--- src/rtl/imem_arbiter.sv ---
// imem_arbiter: single owner of the byte-wide instruction memory port.
// It shares the port between 32-bit fetch reads and loader word writes.
// Each loader word is written as four consecutive byte writes.
// Optional feature macro: IMEM_ALIGN_CHK_EN. When it is defined, a misaligned
// fetch is granted but never read, and fetch_err pulses one cycle later.
//
//  state | meaning
//  IDLE  | arbitrate; the grant cycle (a fetch grant also issues mem_re)
//  RD    | read data returning; fetch_rvalid pulses
//  WR    | four byte writes, byte_cnt 0..3; ld_done on the last one
module imem_arbiter #(
    parameter int MEM_BYTES    = 1024,
    parameter int MAW          = 10,
    parameter int LD_BURST_MAX = 4
) (
    input  logic           clk,
    input  logic           rst,
    input  logic           fetch_req,
    input  logic [31:0]    fetch_addr,
    output logic           fetch_gnt,
    output logic           fetch_rvalid,
    output logic [31:0]    fetch_rdata,
    output logic           fetch_err,
    input  logic           ld_req,
    input  logic [31:0]    ld_addr,
    input  logic [31:0]    ld_wdata,
    output logic           ld_gnt,
    output logic           ld_done,
    output logic [MAW-1:0] mem_addr,
    output logic           mem_re,
    output logic           mem_we,
    output logic [7:0]     mem_wdata,
    input  logic [31:0]    mem_rdata
);

    localparam logic [1:0] IDLE = 2'd0;
    localparam logic [1:0] RD   = 2'd1;
    localparam logic [1:0] WR   = 2'd2;

    localparam int SCW = $clog2(LD_BURST_MAX + 1);
    localparam logic [SCW-1:0] STARVE_MAX = SCW'(LD_BURST_MAX);

    logic [1:0]     state;
    logic [1:0]     byte_cnt;
    logic [SCW-1:0] starve_cnt;
    logic [MAW-1:0] ld_addr_q;
    logic [31:0]    ld_wdata_q;
    logic [31:0]    rdata_q;
    logic           ld_win;
    logic           misal;
    logic [MAW-1:0] wr_addr;
    logic           unused_addr_hi;

    // Address bits above MAW alias onto the array.
    assign unused_addr_hi = ^{fetch_addr[31:MAW], ld_addr[31:MAW]};

`ifdef IMEM_ALIGN_CHK_EN
    assign misal = (fetch_addr[1:0] != 2'b00);
`else
    assign misal = 1'b0;
`endif

    // Arbitration and the combinational memory strobes.
    // Everything is forced low while rst is high so that all outputs read 0 during reset.
    always_comb begin
        ld_win       = ld_req && (!fetch_req || (starve_cnt < STARVE_MAX));
        fetch_gnt    = !rst && (state == IDLE) && fetch_req && !ld_win;
        ld_gnt       = !rst && (state == IDLE) && ld_win;
        mem_re       = fetch_gnt && !misal;
        mem_we       = !rst && (state == WR);
        fetch_rvalid = !rst && (state == RD);
        ld_done      = mem_we && (byte_cnt == 2'd3);
        wr_addr      = ld_addr_q + {{(MAW-2){1'b0}}, byte_cnt};
        mem_addr     = '0;
        mem_wdata    = 8'h00;
        if (mem_we) begin
            mem_addr  = wr_addr;
            mem_wdata = ld_wdata_q[{byte_cnt, 3'b000} +: 8];
        end else if (mem_re) begin
            mem_addr = fetch_addr[MAW-1:0];
        end
        // Read data goes straight through in the RD cycle and is held afterwards.
        fetch_rdata  = fetch_rvalid ? mem_rdata : rdata_q;
    end

    // FSM, request sampling and the byte counter.
    always_ff @(posedge clk or posedge rst) begin
        if (rst) begin
            state      <= IDLE;
            byte_cnt   <= 2'd0;
            ld_addr_q  <= '0;
            ld_wdata_q <= 32'h0;
            rdata_q    <= 32'h0;
        end else begin
            case (state)
                IDLE: begin
                    if (mem_re) begin
                        state <= RD;
                    end else if (ld_gnt) begin
                        state      <= WR;
                        byte_cnt   <= 2'd0;
                        ld_addr_q  <= ld_addr[MAW-1:0];
                        ld_wdata_q <= ld_wdata;
                    end
                end
                RD: begin
                    rdata_q <= mem_rdata;
                    state   <= IDLE;
                end
                WR: begin
                    byte_cnt <= byte_cnt + 2'd1;
                    if (byte_cnt == 2'd3) begin
                        state <= IDLE;
                    end
                end
                default: state <= IDLE;
            endcase
        end
    end

    // Count loader grants that overtook a waiting fetch; any fetch grant clears it.
    always_ff @(posedge clk or posedge rst) begin
        if (rst) begin
            starve_cnt <= '0;
        end else if (fetch_gnt) begin
            starve_cnt <= '0;
        end else if (ld_gnt && fetch_req && (starve_cnt != STARVE_MAX)) begin
            starve_cnt <= starve_cnt + 1'b1;
        end
    end

`ifdef IMEM_ALIGN_CHK_EN
    // Report a misaligned fetch one cycle after its grant.
    always_ff @(posedge clk or posedge rst) begin
        if (rst) begin
            fetch_err <= 1'b0;
        end else begin
            fetch_err <= fetch_gnt && misal;
        end
    end
`else
    assign fetch_err = 1'b0;
`endif

endmodule

--- config.mk ---
export PLATFORM = sky130hd
export DESIGN_NAME = imem_arbiter
export DESIGN_NICKNAME = d
export VERILOG_FILES = /design/src/rtl/imem_arbiter.sv
export SDC_FILE = /design/constraint.sdc
export NUM_CORES = 1
export LEC_CHECK = 0
export ABC_CLOCK_PERIOD_IN_PS = 7500
export CORE_ASPECT_RATIO = 1.75
export CORE_MARGIN = 2
export CORE_UTILIZATION = 35
export CTS_BUF_LIST = sky130_fd_sc_hd__clkbuf_4 sky130_fd_sc_hd__clkbuf_8 sky130_fd_sc_hd__clkbuf_16
export DETAILED_ROUTE_END_ITERATION = 7
export GPL_TIMING_DRIVEN = 0
export HOLD_SLACK_MARGIN = 0.1
export PLACE_DENSITY = 0.78
export SKIP_CTS_REPAIR_TIMING = 1
export SYNTH_ARGS = -nofsm -noshare
export SYNTH_HDL_FRONTEND = slang
export SYNTH_SLANG_ARGS = --single-unit
--- constraint.sdc ---
create_clock -name clk -period 7.5 [get_ports clk]
set_clock_uncertainty 0.15 [all_clocks]
set_input_delay 1.5 -clock clk [delete_from_list [all_inputs] [get_ports clk]]
set_output_delay 1.5 -clock clk [all_outputs]
set_load 0.02 [all_outputs]
==> results.json <==
{
  "status": "finished clean",
  "routabilityCongestion": 0.775,
  "grt.overflow.total": 0,
  "coreArea_um2": 11900,
  "grt_pass1_vias": 3219,
  "clk_path_buf_depth": 2,
  "post_route_cells_drive_above_1_share_pct": 32.1,
  "max-vdd-ir-drop_v": 0.000172,
  "syn_inst": 295,
  "setup_viol": 0,
  "final_antenna_net_count": 0,
  "clkTransAtPathRegs_ps": 60,
  "crit_path_max_fanout": 71,
  "slew_violations": 0,
  "worstPathArrival_ps": 4170,
  "syn_nets": 433,
  "layout.cells.non_filler": 592,
  "yosysWarnings": 0,
  "cap_viol_max_count": 0,
  "synth.cell_area_um2": 4200,
  "fmax_ghz": 0.172,
  "yosysUniqueCellTypes": 33,
  "routed_wl_um": 10100,
  "place_ws_ps": 1600,
  "wl_per_cell_um": 17.1,
  "dieArea_um2": 12900,
  "worstSkewPairLatency_ps": 330,
  "start_kind": "primary input",
  "ys_seq_area_share_pct": 48.2,
  "setup_ws_ps": 1680,
  "required_ps": 5850,
  "cts_tree": "done",
  "cts_max_level": 3,
  "p_leak_nw": 2.69,
  "grt_max_degree": 72,
  "hold_class": "reg2reg",
  "cellPowerDensity_nw_per_um2": 389,
  "ios": 189,
  "dr.first_iter.drc_count": 47,
  "worst_pin_slew_ps": 716,
  "area_delta_synth_final_pct": 46.7,
  "drc": 0,
  "slew_headroom_pct": 52.3,
  "grt_usage_pct": 16.1,
  "placed_cells": 576,
  "criticalPathCategory": "in2out",
  "cp-end-kind": "output pin",
  "period_share_pct": 77.5,
  "cts-root-buf": "clkbuf_16",
  "grt_first_pass_wirelength_um": 16000,
  "vias": 2906,
  "num-nets-final": 588,
  "die_height_um": 149,
  "hold_viol": 0,
  "viasPerCell": 4.91,
  "diodes": 0,
  "clock-sinks": 81,
  "syn_area_per_cell_um2": 14.3,
  "rsz0062_at_grt": "false",
  "die_w_um": 86.8,
  "dp_hpwl_um": 7780,
  "first_pass_iters": 4,
  "grt_antenna_before_repair": 0,
  "port_buffers": 143,
  "min_period_ps": 5820,
  "cts-buffers-inserted": 9,
  "initial_core_util_pct": 35.4,
  "num_rows": 53,
  "synth-seq-cells": 81
}
final timing paths:
kind | depth (start not counted) | slack [ps] | startpoint | end
max in group asynchronous | 3 | 5160 | rst | byte_cnt[1]$_DFFE_PP0P_
hold / removal | 1 | 330 | state[0]$_DFFE_PP0P_ | state[1]$_DFFE_PP0P_
setup / recovery | 8 | 1680 | rst | fetch_rdata[26]
setup reg to reg | 5 | 5530 | starve_cnt[2]$_DFFE_PP0P_ | ld_wdata_q[20]$_DFFE_PP0P_
min in group asynchronous | 2 | 1440 | rst | starve_cnt[0]$_DFFE_PP0P_
hold reg to reg | 1 | 330 | state[0]$_DFFE_PP0P_ | state[1]$_DFFE_PP0P_
logic make-up (layout without fill, tap and decap cells):
family | after synthesis | count (layout) | synth area share (%)
muxes | 115 | 115 | 36.2
DFF | 81 | 81 | 48.2
and+or+nand+nor | 35 | 35 | 4.61
buffers and inverters | 30 | 190 | 3.93
AOI/OAI and AO/OA | 19 | 19 | 3.36
xor gates and xnor gates | 8 | 8 | 1.67
adders and majority gates | 6 | 6 | 1.96
other | 1 | 1 | 0.0892
through the flow:
stage / utilization (%) / TNS [ps] / hold slack, ps / cell area, um^2 / total power [mW]
2_1_floorplan: - / 0 / 282 / 4200 / 1.50
3_3_place_gp: 48.9 / -5530 / 314 / 5810 / 1.88
3_5_place_dp: 49.2 / 0 / 320 / 5840 / 1.93
4_1_cts: 52.0 / 0 / 331 / 6170 / 2.43
5_1_grt: 52.0 / 0 / 365 / 6170 / 2.54
6_report: 52.0 / 0 / 329 / 6170 / 2.40
critical path, cell delays in order:
cell	delay [ps]
clkdlybuf4s50_1	550
inv_4	240
buf_16	320
and2_1	170
buf_2	160
buf_2	280
mux2_2	370
clkdlybuf4s50_1	540
flip-flops by register name, indices dropped and copies added (netlist names):
signal,cells
byte_cnt,2
ld_addr_q,10
ld_wdata_q,32
rdata_q,32
starve_cnt,3
state,2
placed cells by master (no fill, tap or decap), drive strengths merged:
cell type and instances:
bufinv 2, clkinvlp 1, nor4 1, a21oi 4, nand3 3, o21ai 2
clkinv 1, nand2 7, buf 15, and4b 1, mux4 8, conb 1
nor2b 1, xor2 5, clkdlybuf4s50 143, nand2b 3, or4b 1, a22o 9
mux2 107, nand4 1, clkbuf 19, ha 5, or4 1, nor2 4
nor3 2, dfrtp 81, xnor2 3, inv 9, a21bo 1, o31ai 2
a21o 1, fa 1, and2 10
synth_stat cells (all sizes together):
cell type  instances  area (um^2)
mux2             107         1340
dfrtp             81         2030
buf               14          105
and2              10         62.6
a22o               9         78.8
inv                9         33.8
mux4               8          180
clkbuf             7         26.3
nand2              7         26.3
ha                 5         62.6
xor2               5         43.8
a21oi              4         20.0
nor2               4         15.0
nand2b             3         18.8
nand3              3         15.0
xnor2              3         26.3
nor3               2         10.0
o21ai              2         10.0
o31ai              2         15.0
a21bo              1         10.0
a21o               1         7.51
and4b              1         10.0
conb               1         3.75
fa                 1         20.0
nand4              1         6.26
nor2b              1         6.26
nor4               1         6.26
or4                1         7.51
or4b               1         10.0
power by group:
part           switching, mW  leakage (nW)  internal (mW)
clock                  0.175         0.160          0.309
combinational          0.453          1.56          0.673
sequential             0.134         0.976          0.653
total                  0.762          2.69           1.63
area by class of cell:
| type | count | area [um^2] |
|---|---|---|
| plain buffers | 21 | 131 |
| clock buffers | 12 | 254 |
| clock inverters | 4 | 76.3 |
| fillers | 1041 | 5700 |
| inverters | 9 | 36.3 |
| multi-input cells | 184 | 2010 |
| flip-flops and latches | 81 | 2030 |
| well taps | 137 | 171 |
| repair buffers | 144 | 1460 |
per-layer routing:
layer	wire, um	up-vias	GRT usage [%]
met2	5840	100	30.6
met3	437	15	2.55
met1	3580	1428	16.5
li1	-	1363	-
met4	250	0	7.50
met5	0	-	0
(Power assumes the default switching activity.)
